### config.mk
export PLATFORM = sky130hd
export DESIGN_NAME = seg7_scan_bcd
export DESIGN_NICKNAME = d
export VERILOG_FILES = /design/src/rtl/seg7_pkg.sv /design/src/rtl/bin2bcd_seq.sv /design/src/rtl/seg7_scan_bcd.sv
export SDC_FILE = /design/constraint.sdc
export NUM_CORES = 1
export LEC_CHECK = 0
export CORE_AREA = 2 2 103 105
export CTS_CLUSTER_DIAMETER = 40
export DETAILED_ROUTE_END_ITERATION = 16
export DIE_AREA = 0 0 105 107
export PLACE_DENSITY = 0.74
export SETUP_SLACK_MARGIN = 0.02
export SKIP_CTS_REPAIR_TIMING = 1
export SLEW_MARGIN = 20
export SYNTH_ARGS = -nofsm -noshare
export SYNTH_HDL_FRONTEND = slang
export SYNTH_HIERARCHICAL = 1
export SYNTH_SLANG_ARGS = --single-unit
### constraint.sdc
create_clock -name clk -period 4.3 [get_ports clk]
set_input_delay 0.43 -clock clk [delete_from_list [all_inputs] [get_ports clk]]
set_output_delay 0.43 -clock clk [all_outputs]
set_load 0.02 [all_outputs]
### src/rtl/seg7_pkg.sv
// Shared types, glyph constants and helpers for the scanned BCD display.
package seg7_pkg;

    typedef enum logic [1:0] {
        IDLE   = 2'd0,
        CONV   = 2'd1,
        COMMIT = 2'd2
    } conv_state_t;

    // Active-low {a,b,c,d,e,f,g,dp}; dp bit is left dark (1) here.
    localparam logic [7:0] GLYPH_0     = 8'h03;
    localparam logic [7:0] GLYPH_1     = 8'h9F;
    localparam logic [7:0] GLYPH_2     = 8'h25;
    localparam logic [7:0] GLYPH_3     = 8'h0D;
    localparam logic [7:0] GLYPH_4     = 8'h99;
    localparam logic [7:0] GLYPH_5     = 8'h49;
    localparam logic [7:0] GLYPH_6     = 8'h41;
    localparam logic [7:0] GLYPH_7     = 8'h1F;
    localparam logic [7:0] GLYPH_8     = 8'h01;
    localparam logic [7:0] GLYPH_9     = 8'h09;
    localparam logic [7:0] GLYPH_DASH  = 8'hFD;
    localparam logic [7:0] GLYPH_BLANK = 8'hFF;

    function automatic logic [7:0] seg7_glyph(input logic [3:0] d);
        logic [7:0] g;
        case (d)
            4'd0:    g = GLYPH_0;
            4'd1:    g = GLYPH_1;
            4'd2:    g = GLYPH_2;
            4'd3:    g = GLYPH_3;
            4'd4:    g = GLYPH_4;
            4'd5:    g = GLYPH_5;
            4'd6:    g = GLYPH_6;
            4'd7:    g = GLYPH_7;
            4'd8:    g = GLYPH_8;
            4'd9:    g = GLYPH_9;
            default: g = GLYPH_BLANK;
        endcase
        return g;
    endfunction

    function automatic int pow10(input int n);
        int r;
        r = 1;
        for (int i = 0; i < n; i++) begin
            r = r * 10;
        end
        return r;
    endfunction

endpackage

### src/rtl/bin2bcd_seq.sv
// Sequential shift-and-add-3 binary to BCD converter, one bit per cycle.
module bin2bcd_seq
    import seg7_pkg::*;
#(
    parameter int BIN_W    = 15,
    parameter int N_DIGITS = 4
) (
    input  logic                    clk,
    input  logic                    rst,
    input  logic                    start,
    input  logic [BIN_W-1:0]        bin,
    output logic                    busy,
    output logic                    done,
    output logic                    ovf,
    output logic [4*N_DIGITS-1:0]   bcd
);

    localparam int              BCD_W   = 4 * N_DIGITS;
    localparam int              CW      = $clog2(BIN_W);
    localparam logic [CW-1:0]   LAST    = CW'(BIN_W - 1);
    localparam logic [31:0]     MAX_VAL = 32'(pow10(N_DIGITS) - 1);

    conv_state_t        state_reg;
    logic [BIN_W-1:0]   shift_reg;
    logic [BCD_W-1:0]   bcd_reg;
    logic [BCD_W-1:0]   bcd_adj;
    logic [CW-1:0]      cnt_reg;
    logic               busy_reg;
    logic               done_reg;
    logic               ovf_reg;

    genvar gi;
    generate
        for (gi = 0; gi < N_DIGITS; gi++) begin : g_add3
            assign bcd_adj[4*gi +: 4] = (bcd_reg[4*gi +: 4] >= 4'd5) ?
                                        bcd_reg[4*gi +: 4] + 4'd3 :
                                        bcd_reg[4*gi +: 4];
        end
    endgenerate

    always_ff @(posedge clk or posedge rst) begin
        if (rst) begin
            state_reg <= IDLE;
            shift_reg <= '0;
            bcd_reg   <= '0;
            cnt_reg   <= '0;
            busy_reg  <= 1'b0;
            done_reg  <= 1'b0;
            ovf_reg   <= 1'b0;
        end else begin
            case (state_reg)
                IDLE: begin
                    done_reg <= 1'b0;
                    if (start) begin
                        shift_reg <= bin;
                        bcd_reg   <= '0;
                        cnt_reg   <= '0;
                        // Range check is done on the raw input; the BCD result truncates.
                        ovf_reg   <= (32'(bin) > MAX_VAL);
                        busy_reg  <= 1'b1;
                        state_reg <= CONV;
                    end
                end
                CONV: begin
                    bcd_reg   <= {bcd_adj[BCD_W-2:0], shift_reg[BIN_W-1]};
                    shift_reg <= {shift_reg[BIN_W-2:0], 1'b0};
                    cnt_reg   <= cnt_reg + 1'b1;
                    if (cnt_reg == LAST) begin
                        done_reg  <= 1'b1;
                        state_reg <= COMMIT;
                    end
                end
                COMMIT: begin
                    done_reg  <= 1'b0;
                    busy_reg  <= 1'b0;
                    state_reg <= IDLE;
                end
                default: begin
                    busy_reg  <= 1'b0;
                    done_reg  <= 1'b0;
                    state_reg <= IDLE;
                end
            endcase
        end
    end

    assign busy = busy_reg;
    assign done = done_reg;
    assign ovf  = ovf_reg;
    assign bcd  = bcd_reg;

endmodule

### src/rtl/seg7_scan_bcd.sv
// Binary-in multiplexed 7-segment driver: double-dabble conversion plus digit scan.
// Define SEG7_LZB_EN to blank leading zero digits (digit 0 is never blanked).
module seg7_scan_bcd
    import seg7_pkg::*;
#(
    parameter int CLK_HZ   = 50_000_000,
    parameter int STEP_HZ  = 300,
    parameter int N_DIGITS = 4,
    parameter int BIN_W    = 15
) (
    input  logic                 clk,
    input  logic                 rst,
    input  logic [BIN_W-1:0]     bin,
    input  logic                 load,
    input  logic [N_DIGITS-1:0]  dp_sel,
    output logic                 busy,
    output logic                 ovf,
    output logic [7:0]           seg,
    output logic [N_DIGITS-1:0]  an
);

    localparam int              DIV_RAW  = CLK_HZ / STEP_HZ;
    localparam int              DIV      = (DIV_RAW < 1) ? 1 : DIV_RAW;
    localparam int              PW       = (DIV > 1) ? $clog2(DIV) : 1;
    localparam int              IW       = (N_DIGITS > 1) ? $clog2(N_DIGITS) : 1;
    localparam logic [PW-1:0]   PRE_LAST = PW'(DIV - 1);
    localparam logic [IW-1:0]   IDX_LAST = IW'(N_DIGITS - 1);

    logic                   conv_busy;
    logic                   conv_done;
    logic                   conv_ovf;
    logic [4*N_DIGITS-1:0]  conv_bcd;

    logic [4*N_DIGITS-1:0]  disp_reg;
    logic                   ovf_reg;
    logic [PW-1:0]          pres_reg;
    logic [IW-1:0]          idx_reg;
    logic [7:0]             seg_reg;
    logic [N_DIGITS-1:0]    an_reg;

    logic                   tick;
    logic [N_DIGITS-1:0]    an_next;
    logic [N_DIGITS-1:0]    lzb_blank;
    logic [3:0]             cur_nib;
    logic [7:0]             seg_next;

    bin2bcd_seq #(
        .BIN_W    (BIN_W),
        .N_DIGITS (N_DIGITS)
    ) u_conv (
        .clk   (clk),
        .rst   (rst),
        .start (load),
        .bin   (bin),
        .busy  (conv_busy),
        .done  (conv_done),
        .ovf   (conv_ovf),
        .bcd   (conv_bcd)
    );

    assign tick = (pres_reg == PRE_LAST);

    genvar gi;
    generate
        for (gi = 0; gi < N_DIGITS; gi++) begin : g_an
            assign an_next[gi] = (idx_reg != IW'(gi));
        end
    endgenerate

    // Walk down from the top digit; a digit blanks only while every digit above it is zero.
    always_comb begin
        lzb_blank = '0;
`ifdef SEG7_LZB_EN
        begin : lzb_scan
            logic run;
            run = 1'b1;
            for (int k = N_DIGITS - 1; k >= 1; k--) begin
                run          = run && (disp_reg[4*k +: 4] == 4'd0);
                lzb_blank[k] = run;
            end
        end
`endif
    end

    always_comb begin
        cur_nib = disp_reg[4*idx_reg +: 4];
        if (ovf_reg) begin
            seg_next = GLYPH_DASH;
        end else if (lzb_blank[idx_reg]) begin
            seg_next = GLYPH_BLANK;
        end else begin
            seg_next = seg7_glyph(cur_nib);
        end
        if (dp_sel[idx_reg]) begin
            seg_next[0] = 1'b0;
        end
    end

    always_ff @(posedge clk or posedge rst) begin
        if (rst) begin
            disp_reg <= '0;
            ovf_reg  <= 1'b0;
            pres_reg <= '0;
            idx_reg  <= '0;
            seg_reg  <= GLYPH_BLANK;
            an_reg   <= '1;
        end else begin
            if (conv_done) begin
                disp_reg <= conv_bcd;
                ovf_reg  <= conv_ovf;
            end
            // seg and an load on the same edge so the glyph always matches its digit.
            if (tick) begin
                pres_reg <= '0;
                seg_reg  <= seg_next;
                an_reg   <= an_next;
                idx_reg  <= (idx_reg == IDX_LAST) ? '0 : idx_reg + 1'b1;
            end else begin
                pres_reg <= pres_reg + 1'b1;
            end
        end
    end

    assign busy = conv_busy;
    assign ovf  = ovf_reg;
    assign seg  = seg_reg;
    assign an   = an_reg;

endmodule

**After elaboration in Yosys (flattened, before gate mapping)**

Memories as Yosys holds them, arrays and structs flattened.
Index checks and enable logic that the tools add are counted.

- Flip-flop bits (word level): 89
- Memory bits (read-only): 112
- Output and inout port bits: 14
- Memories kept: 1

Memories:

| name | words | width | rd ports | clocked after memory_dff | write ports | line | RTL |
|---|---|---|---|---|---|---|---|
| (no name shown) | 16 | 7 | 1 | 0 | 0 | seg7_pkg.sv:26 | `case (d)` |

- Add/subtract/negate cells: 7
- Magnitude comparators: 6
- Equal/unequal tests: 9
- Shift operators: 1
- Muxes and demuxes: 26
- Bitwise operators: 1
- Reduce and logical (&&, ||, !) cells: 7

Operators with widths:

| kind | count |
|---|---|
| one-hot mux 16 bit (2 select lines) | 1 |
| one-hot mux 15 bit (2 select lines) | 1 |
| adder 18 x 1 -> 18 bit, second input constant | 1 |
| equality test 18 bit, second input constant | 1 |
| 2-to-1 mux 18 bit | 1 |
| >= comparator 4 x 3 -> 1 bit, second input constant | 4 |
| 2-to-1 mux 16 bit | 1 |
| 2-to-1 mux 4 bit | 4 |
| 2-to-1 mux 8 bit | 2 |
| variable part select 16 x 5 -> 4 bit | 1 |
| > comparator 15 x 14 -> 1 bit, second input constant | 1 |
| 2-to-1 mux 15 bit | 1 |
| adder 4 x 2 -> 4 bit, second input constant | 3 |
| one-hot mux 4 bit (2 select lines) | 1 |
| AND reduction 2 bit | 4 |
| 2-to-1 mux 1 bit | 6 |
| 2-to-1 mux 2 bit | 3 |
| inequality test 2 bit, second input constant | 3 |
| adder 4 x 1 -> 4 bit, second input constant | 1 |
| binary-select mux 1 bit (select 2 bit) | 2 |
| equality test 4 bit, second input constant | 1 |
| inequality test 2 x 1 -> 1 bit, second input constant | 2 |
| one-hot mux 2 bit (2 select lines) | 1 |
| nonzero test 2 bit | 2 |
| other kinds (9) | 9 |

**Longest topological paths before layout**

Gate-level depths: netlist (run 1).

- Depth after elaboration: 5
- Mapped depth: 8
- Gate-level depth less buffers: 7

**Hierarchy**

Netlist (run 1), hierarchy kept.

By module, submodules not included:

| module | times used | cells an instance | area each (µm²) |
|---|---|---|---|
| seg7_scan_bcd | 1 | 199 | 2,487.4 |
| bin2bcd_seq | 1 | 200 | 1,991.9 |

**Least setup slack after synthesis (run 1)**

Ideal clock, no wire load.

- Path type: register to register
- From: register idx_reg[0]
- To: register seg_reg[6], in the netlist seg[6]
- Library setup time: 82 ps
- Arrival time: 1,903 ps
- Data required time: 4,218 ps
- Slack: 2,315 ps
- Stages on the path, launching flop included: 8
- Period minus slack after synthesis: 1,985 ps
- Path through: dfrtp_1 buf_6 mux4_1 inv_1 ha_1 inv_1 o211ai_1 mux2_2

- Longest elaborated chain between the ends: 4

Ends and longest elaborated chain:

| what | line | RTL |
|---|---|---|
| from (decl) | seg7_scan_bcd.sv:37 | `logic [IW-1:0] idx_reg;` |
| from (signal assigned) | seg7_scan_bcd.sv:117 | `idx_reg <= (idx_reg == IDX_LAST) ? '0 : idx_reg + 1'b1;` |
| variable part select 16 x 5 -> 4 bit or binary-select mux 1 bit (select 2 bit) (tied branches) | seg7_scan_bcd.sv:86, seg7_scan_bcd.sv:89 |  |
| memory read (16 x 7 bit) or 2-to-1 mux 1 bit (tied branches) | - |  |
| 2-to-1 mux 8 bit (*) | seg7_scan_bcd.sv:89 | `end else if (lzb_blank[idx_reg]) begin` |
| 2-to-1 mux 8 bit (*) | seg7_scan_bcd.sv:87 | `if (ovf_reg) begin` |
| to (signal assigned) | seg7_scan_bcd.sv:115 | `seg_reg <= seg_next;` |
| to (decl) | seg7_scan_bcd.sv:38 | `logic [7:0] seg_reg;` |

Mark *: on every way between the ends. The rest lies on a longest branch, timed or not. The select of a mux whose other input is x is not followed.
A chain may end at the register's enable or synchronous reset.

**Final worst setup path (run 1)**

- From: register idx_reg[0]
- To: register seg_reg[4], in the netlist seg[4]

The elaborated chain is that of the path after synthesis.

==> results of run 1 <==
[through the flow]
stage | setup WS (ns) | total power, mW
floorplan | 2.32 | 2.15
global placement | 1.95 | 2.30
detailed placement | 1.89 | 2.36
CTS | 2.02 | 2.93
global route | 1.85 | 3.14
finish | 2.06 | 2.91
[Yosys cell counts (2+ instances only)]
| master | number |
|---|---|
| mux2_2 | 26 |
| mux4_1 | 2 |
| nand2b_1 | 4 |
| dfstp_2 | 12 |
| a32o_1 | 4 |
| clkbuf_1 | 3 |
| nor2b_1 | 2 |
| nor3b_1 | 2 |
| xor2_1 | 8 |
| mux2i_1 | 9 |
| buf_6 | 7 |
| o21ai_0 | 19 |
| a21oi_1 | 6 |
| o22ai_1 | 14 |
| nor4b_1 | 2 |
| o311ai_1 | 2 |
| dfrtp_1 | 77 |
| nor4_1 | 4 |
| nor2_1 | 41 |
| and3_1 | 3 |
| buf_2 | 6 |
| nand4_1 | 5 |
| nand3_1 | 25 |
| o31ai_1 | 9 |
| xnor2_1 | 15 |
| mux4_2 | 3 |
| nand2_1 | 12 |
| ha_1 | 23 |
| o211ai_1 | 3 |
| nor3_1 | 3 |
| inv_1 | 32 |
[logic make-up after synthesis]
group | after synthesis | share of synthesized area, %
XOR/XNOR | 23 | 4.50
AO/OA/AOI/OAI | 62 | 9.19
AND/OR/NAND/NOR | 111 | 12.7
multiplexers | 41 | 11.6
flip-flops | 89 | 50.1
adder cells (fa/ha/maj) | 23 | 6.42
buffers and inverters | 50 | 5.61
[worst paths after layout]
kind / slack, ns / startpoint / endpoint
worst max-delay path: 2.06 / idx_reg[0]$_DFFE_PP0N_ / seg[4]$_DFFE_PP1N_
worst min-delay path: 0.47 / an[1]$_DFFE_PP1N_ / an[1]$_DFFE_PP1N_
worst max register to register: 2.06 / idx_reg[0]$_DFFE_PP0N_ / seg[4]$_DFFE_PP1N_
worst min register to register: 0.47 / an[1]$_DFFE_PP1N_ / an[1]$_DFFE_PP1N_
max in group asynchronous: 3.25 / rst / idx_reg[0]$_DFFE_PP0N_
min in group asynchronous: 0.54 / rst / pres_reg[5]$_DFF_PP0_
[power groups by stage]
stage,registers (mW),clock network (mW),logic [mW]
floorplan,1.23,0,0.921
global placement,1.30,0,0.995
detailed placement,1.31,0,1.05
CTS,1.29,0.581,1.06
global route,1.33,0.616,1.19
finish,1.30,0.566,1.05
[cell type report]
| type | count | area [sq um] |
|---|---|---|
| Inverter | 32 | 121 |
| Clock buffer | 11 | 131 |
| Sequential cell | 89 | 2240 |
| Fill cell | 969 | 5010 |
| Multi-Input combinational cell | 260 | 1990 |
| Tap cell | 136 | 170 |
| Clock inverter | 5 | 58.8 |
| Timing Repair Buffer | 38 | 373 |
[worst min-delay path, stage by stage, from the launching register on]
cell and delay (ns):
dfstp_2 0.37, inv_1 0.04, mux2i_1 0.05
[routing by layer]
metal | track usage [%] | vias to the layer above | share of wire [%]
li1 | - | 1456 | -
met1 | 19.4 | 1506 | 48
met2 | 27.1 | 45 | 48
met3 | 2.92 | 10 | 3.0
met4 | 7.05 | 0 | 1.4
met5 | 0 | - | 0
==> impl_metrics.xml, run 1 <==
<?xml version="1.0" encoding="UTF-8"?>
<metrics>
  <group name="grt">
    <metric name="vias_in_the_first_global_route" unit="">3119</metric>
    <metric name="grt_overflow_total" unit="">0</metric>
    <metric name="groute.usage.overall" unit="%">15.8</metric>
    <metric name="antenna_found_initial" unit="">0</metric>
    <metric name="grt_pass1_wl" unit="um">14300</metric>
    <metric name="grt_max_degree" unit="">50</metric>
  </group>
  <group name="worst_setup_path">
    <metric name="timing.critical_path.cells" unit="">mux4_1 -&gt; inv_1 -&gt; ha_1 -&gt; inv_1 -&gt; mux2i_1 -&gt; o211ai_1 -&gt; mux2_2</metric>
    <metric name="worst-r2r-cell-count" unit="">7</metric>
    <metric name="crit_path_end_kind" unit="">register</metric>
    <metric name="worst-endpoint-arrival" unit="ns">2.54</metric>
    <metric name="worstPathRequired" unit="ns">4.60</metric>
    <metric name="worst-path-buf-inv" unit="">2</metric>
    <metric name="slowest_delay" unit="ns">0.71</metric>
    <metric name="worst_setup_path_start_kind" unit="">register</metric>
    <metric name="cpMostUsedCell" unit="">inv_1</metric>
    <metric name="timing.critical_path.fanout_max" unit="">8</metric>
    <metric name="cp_top_family" unit="">multiplexers</metric>
    <metric name="timing.setup.critical_path_class" unit="">register to register</metric>
    <metric name="worst-path-stages" unit="">7</metric>
    <metric name="critical_path.slowest_cell" unit="">mux4_1</metric>
  </group>
  <group name="synth">
    <metric name="synth_seq_area_share" unit="%">50.1</metric>
    <metric name="synth.cell_area" unit="sq um">4480</metric>
    <metric name="avgSynthCellArea" unit="sq um">11.2</metric>
    <metric name="synth_flop_cell" unit="">dfrtp_1</metric>
    <metric name="synth_async_reset_ratio" unit="%">100</metric>
    <metric name="yosysUniqueCellTypes" unit="">47</metric>
    <metric name="net_count_after_synthesis" unit="">444</metric>
    <metric name="edff_count_synth" unit="">0</metric>
    <metric name="post-synth-top-area-fraction" unit="%">43.0</metric>
    <metric name="synth_area_leaders" unit="">dfrtp_1 (43%), dfstp_2 (7.0%), mux2_2 (6.5%)</metric>
    <metric name="post-synth-top-area-cell" unit="">dfrtp_1</metric>
    <metric name="synthesis.yosys.warnings" unit="">6</metric>
    <metric name="synth-seq-cells" unit="">89</metric>
    <metric name="netlist_instances" unit="">399</metric>
  </group>
  <group name="floorplan">
    <metric name="start_util" unit="%">44.4</metric>
    <metric name="rows" unit="">37</metric>
    <metric name="io_pins" unit="">36</metric>
    <metric name="die_x" unit="um">105</metric>
    <metric name="fp.dieH" unit="um">107</metric>
    <metric name="coreArea" unit="sq um">10100</metric>
    <metric name="fp.dieArea" unit="sq um">11200</metric>
  </group>
  <group name="final_layout">
    <metric name="layout.cells.most_common_list" unit="">dfrtp_1 (77), nor2_1 (41), clkdlybuf4s50_1 (35)</metric>
    <metric name="antennaDiodeCount" unit="">0</metric>
    <metric name="stdcell_area" unit="sq um">5080</metric>
    <metric name="largest_register_ffs" unit="">18</metric>
    <metric name="drive_above_1_share" unit="%">15.2</metric>
    <metric name="layout.cells.non_filler" unit="">571</metric>
    <metric name="post-route-util" unit="%">50.4</metric>
    <metric name="areaGrowthSynthToFinish" unit="%">13.5</metric>
    <metric name="nets" unit="">475</metric>
    <metric name="layout.cells.most_common" unit="">dfrtp_1</metric>
  </group>
  <group name="min_path">
    <metric name="hold_class" unit="">register to register</metric>
    <metric name="cell_count_of_the_worst_hold_path" unit="">2</metric>
  </group>
  <group name="detailed_routing">
    <metric name="routed_wire_length_per_instance" unit="um">14.4</metric>
    <metric name="detail_route.vias_per_cell" unit="">5.28</metric>
    <metric name="final_antenna_net_count" unit="">0</metric>
    <metric name="wl" unit="um">8190</metric>
    <metric name="drc" unit="">0</metric>
    <metric name="via_count" unit="">3017</metric>
    <metric name="detailedRoute.firstPassIterationCount" unit="">4</metric>
    <metric name="number_of_design_rule_violations_left_by_the_first_detailed_router_iteration" unit="">95</metric>
  </group>
  <group name="pwr">
    <metric name="cell_internal_pwr" unit="mW">1.85</metric>
    <metric name="power.leakage" unit="nW">2.16</metric>
    <metric name="vdd_drop_max" unit="mV">0.365</metric>
    <metric name="share_clk_of_total_power" unit="%">19.4</metric>
    <metric name="p_sw_share" unit="%">36.3</metric>
    <metric name="portion_of_total_power_attributed_to_sequential_cells" unit="%">44.5</metric>
    <metric name="total_switching_power" unit="mW">1.06</metric>
    <metric name="part_of_the_power_in_combinational_logic" unit="%">36.1</metric>
    <metric name="power_density_over_the_cells" unit="nW/um^2">573</metric>
  </group>
  <group name="placement">
    <metric name="portBuffers" unit="">35</metric>
    <metric name="gp_routability_congestion" unit="">0.778</metric>
    <metric name="detailed_place.area" unit="sq um">4890</metric>
    <metric name="dp_hpwl" unit="um">5750</metric>
    <metric name="placed_cells" unit="">555</metric>
  </group>
  <group name="timing">
    <metric name="fin_worst_skew" unit="ns">0.0149</metric>
    <metric name="relSlewSlack" unit="%">37.5</metric>
    <metric name="timing.final.setup_violations" unit="">0</metric>
    <metric name="slew_violations" unit="">0</metric>
    <metric name="timing.setup.tns" unit="ns">0</metric>
    <metric name="timing.final.crit_share" unit="%">52.2</metric>
    <metric name="timing.final.hold_violations" unit="">0</metric>
    <metric name="tightestPinTransition" unit="ns">0.937</metric>
    <metric name="whs" unit="ns">0.468</metric>
    <metric name="grt_setup_unrepaired" unit="">false</metric>
    <metric name="layout_min_cycle_time" unit="ns">2.24</metric>
    <metric name="fmax" unit="MHz">446</metric>
  </group>
  <group name="clock_tree">
    <metric name="cts_max_path_buffers" unit="">2</metric>
    <metric name="cts_buffer_count" unit="">9</metric>
    <metric name="cts_tree" unit="">yes</metric>
    <metric name="numClockSinks" unit="">89</metric>
    <metric name="cts_max_level" unit="">3</metric>
    <metric name="clock_insertion_delay_worst_skew" unit="ns">0.36</metric>
    <metric name="cts-root-buf" unit="">clkbuf_8</metric>
    <metric name="clk_pin_slew_worst_paths" unit="ns">0.09</metric>
  </group>
  <group name="run_status">
    <metric name="run_status" unit="">finished, final reports clean</metric>
  </group>
  <group name="run">
    <metric name="cap_violations" unit="">0</metric>
  </group>
</metrics>
No activity file was read; power rests on OpenSTA's default activity.
==> inputs of run 2 (changes only) <==
--- a/config.mk
+++ b/config.mk
@@ -9,7 +9,7 @@
 export CTS_CLUSTER_DIAMETER = 40
 export DETAILED_ROUTE_END_ITERATION = 16
 export DIE_AREA = 0 0 105 107
-export PLACE_DENSITY = 0.74
+export PLACE_DENSITY = 0.76
 export SETUP_SLACK_MARGIN = 0.02
 export SKIP_CTS_REPAIR_TIMING = 1
 export SLEW_MARGIN = 20
==> constraint.sdc (replaced) <==
create_clock -name clk -period 2 [get_ports clk]
set_input_delay 0.2 -clock clk [delete_from_list [all_inputs] [get_ports clk]]
set_output_delay 0.2 -clock clk [all_outputs]
set_load 0.02 [all_outputs]
==> impl_metrics.xml, run 2 (synthesis gave the netlist of run 1 again) <==
<?xml version="1.0" encoding="UTF-8"?>
<metrics>
  <group name="grt">
    <metric name="groute.usage.overall" unit="%">16.3</metric>
    <metric name="grt_pass1_wl" unit="um">14800</metric>
    <metric name="vias_in_the_first_global_route" unit="">3204</metric>
    <metric name="antenna_found_initial" unit="">0</metric>
    <metric name="grt_max_degree" unit="">50</metric>
    <metric name="grt_overflow_total" unit="">0</metric>
  </group>
  <group name="detailed_routing">
    <metric name="drc" unit="">0</metric>
    <metric name="final_antenna_net_count" unit="">0</metric>
    <metric name="number_of_design_rule_violations_left_by_the_first_detailed_router_iteration" unit="">142</metric>
    <metric name="detailedRoute.firstPassIterationCount" unit="">4</metric>
    <metric name="routed_wire_length_per_instance" unit="um">14.2</metric>
    <metric name="wl" unit="um">8340</metric>
    <metric name="detail_route.vias_per_cell" unit="">5.26</metric>
    <metric name="via_count" unit="">3081</metric>
  </group>
  <group name="pwr">
    <metric name="portion_of_total_power_attributed_to_sequential_cells" unit="%">43.0</metric>
    <metric name="fin_total_pwr" unit="mW">6.46</metric>
    <metric name="share_clk_of_total_power" unit="%">19.4</metric>
    <metric name="vdd_drop_max" unit="mV">0.742</metric>
    <metric name="p_sw_share" unit="%">35.9</metric>
    <metric name="part_of_the_power_in_combinational_logic" unit="%">37.6</metric>
    <metric name="cell_internal_pwr" unit="mW">4.14</metric>
    <metric name="power.leakage" unit="nW">2.25</metric>
    <metric name="power_density_over_the_cells" unit="nW/um^2">1230</metric>
    <metric name="total_switching_power" unit="mW">2.32</metric>
  </group>
  <group name="timing">
    <metric name="fmax" unit="MHz">529</metric>
    <metric name="relSlewSlack" unit="%">52.8</metric>
    <metric name="layout_min_cycle_time" unit="ns">1.89</metric>
    <metric name="timing.final.hold_violations" unit="">0</metric>
    <metric name="slew_violations" unit="">0</metric>
    <metric name="grt_setup_unrepaired" unit="">false</metric>
    <metric name="timing.final.setup_violations" unit="">0</metric>
    <metric name="fin_worst_skew" unit="ns">0.0116</metric>
    <metric name="crit_path_setup_slack_layout" unit="ns">0.111</metric>
    <metric name="tightestPinTransition" unit="ns">0.707</metric>
    <metric name="timing.final.crit_share" unit="%">94.5</metric>
  </group>
  <group name="worst_setup_path">
    <metric name="critical_r2r_capture" unit="">seg[3]$_DFFE_PP1N_</metric>
    <metric name="worstPathRequired" unit="ns">2.28</metric>
    <metric name="regToRegStartpoint" unit="">idx_reg[0]$_DFFE_PP0N_</metric>
    <metric name="timing.critical_path.cells" unit="">buf_4 -&gt; mux4_2 -&gt; mux2i_1 -&gt; mux2_2 -&gt; a2bb2oi_1</metric>
    <metric name="timing.critical_path.fanout_max" unit="">9</metric>
    <metric name="worst-endpoint-arrival" unit="ns">2.17</metric>
    <metric name="slowest_delay" unit="ns">0.62</metric>
    <metric name="reg2reg_setup_slack" unit="ns">0.11</metric>
    <metric name="worst-r2r-cell-count" unit="">5</metric>
    <metric name="critical_path.slowest_cell" unit="">mux4_2</metric>
    <metric name="crit_path_end_kind" unit="">register</metric>
    <metric name="worst_setup_path_start_kind" unit="">register</metric>
    <metric name="critPathCapture" unit="">seg[3]$_DFFE_PP1N_</metric>
    <metric name="timing.setup.critical_path_class" unit="">register to register</metric>
    <metric name="worst_setup_path_startpoint" unit="">idx_reg[0]$_DFFE_PP0N_</metric>
  </group>
  <group name="clock_tree">
    <metric name="numClockSinks" unit="">89</metric>
    <metric name="clock_insertion_delay_worst_skew" unit="ns">0.36</metric>
    <metric name="cts_tree" unit="">yes</metric>
    <metric name="cts_max_path_buffers" unit="">2</metric>
    <metric name="clk_pin_slew_worst_paths" unit="ns">0.09</metric>
    <metric name="cts_buffer_count" unit="">9</metric>
    <metric name="cts-root-buf" unit="">clkbuf_8</metric>
    <metric name="cts_max_level" unit="">3</metric>
  </group>
  <group name="placement">
    <metric name="placed_cells" unit="">568</metric>
    <metric name="detailed_place.area" unit="sq um">5010</metric>
    <metric name="portBuffers" unit="">35</metric>
    <metric name="gp_routability_congestion" unit="">0.786</metric>
    <metric name="pre_cts_slack" unit="ns">0.00369</metric>
    <metric name="dp_hpwl" unit="um">6000</metric>
  </group>
  <group name="final_layout">
    <metric name="layout.cells.most_common_list" unit="">dfrtp_1 (76), nor2_1 (41), clkdlybuf4s50_1 (35)</metric>
    <metric name="nets" unit="">490</metric>
    <metric name="antennaDiodeCount" unit="">0</metric>
    <metric name="layout.cells.most_common" unit="">dfrtp_1</metric>
    <metric name="layout.cells.non_filler" unit="">586</metric>
    <metric name="areaGrowthSynthToFinish" unit="%">17.0</metric>
    <metric name="nFillCells" unit="">898</metric>
    <metric name="largest_register_ffs" unit="">18</metric>
    <metric name="multiInputGateArea" unit="sq um">1990</metric>
    <metric name="area.sequential" unit="sq um">2240</metric>
    <metric name="stdcell_area" unit="sq um">5240</metric>
    <metric name="drive_above_1_share" unit="%">19.1</metric>
  </group>
  <group name="run">
    <metric name="cap_violations" unit="">0</metric>
  </group>
  <group name="floorplan">
    <metric name="start_util" unit="%">44.4</metric>
    <metric name="io_pins" unit="">36</metric>
    <metric name="fp.dieArea" unit="sq um">11200</metric>
    <metric name="coreArea" unit="sq um">10100</metric>
    <metric name="rows" unit="">37</metric>
    <metric name="die_x" unit="um">105</metric>
    <metric name="fp.dieH" unit="um">107</metric>
  </group>
  <group name="run_status">
    <metric name="run_status" unit="">finished, final reports clean</metric>
  </group>
  <group name="min_path">
    <metric name="hold_class" unit="">primary input to asynchronous set/reset pin</metric>
  </group>
</metrics>
[run 2: critical path: cells and delay by family, from the launching register on]
kind,cells,cell delay [ns]
muxes,3,1.08
DFF,1,0.41
AOI/OAI and AO/OA,1,0.20
buffers and inverters,1,0.12
[run 2: power by group through the flow]
| stage | Combinational, mW | Sequential (mW) | Clock (mW) |
|---|---|---|---|
| floorplan | 1.98 | 2.64 | 0 |
| global placement | 2.28 | 2.79 | 0 |
| detailed placement | 2.41 | 2.81 | 0 |
| CTS | 2.43 | 2.77 | 1.30 |
| global route | 2.76 | 2.85 | 1.37 |
| finish | 2.43 | 2.78 | 1.25 |
[run 2: final cells by class]
| class | instances | area share (%) |
|---|---|---|
| clock inverters | 5 | 1.19 |
| well taps | 136 | 3.25 |
| clock buffers | 11 | 2.70 |
| flip-flops and latches | 89 | 42.8 |
| repair buffers | 53 | 9.81 |
| multi-input cells | 260 | 37.9 |
| inverters | 32 | 2.29 |
[run 2: worst min-delay path by stage]
stage,startpoint,endpoint,slack [ns],depth (start not counted)
floorplan,bin[0],u_conv/shift_reg[0]$_DFFE_PP0P_,0.31,2
global placement,an[0]$_DFFE_PP1N_,an[0]$_DFFE_PP1N_,0.45,2
detailed placement,an[2]$_DFFE_PP1N_,an[2]$_DFFE_PP1N_,0.46,2
CTS,rst,pres_reg[10]$_DFF_PP0_,0.21,3
global route,rst,pres_reg[11]$_DFF_PP0_,0.27,3
finish,rst,pres_reg[13]$_DFF_PP0_,0.21,3
[run 2: metal layers]
| layer | track usage [%] | vias up | part of all wire [%] |
|---|---|---|---|
| met5 | 0 | - | 0 |
| met1 | 20.2 | 1500 | 45 |
| met2 | 27.7 | 76 | 49 |
| li1 | - | 1491 | - |
| met4 | 6.86 | 0 | 1.6 |
| met3 | 3.22 | 14 | 4.1 |
[run 2: metrics by stage]
step           hold slack [ns]  util (%)  TNS, ns
3_5_place_dp             0.459      49.6        0
4_1_cts                  0.214      51.7  -0.0110
2_1_floorplan            0.305         -        0
3_3_place_gp             0.453      49.6        0
6_report                 0.206      51.9        0
5_1_grt                  0.267      51.9        0
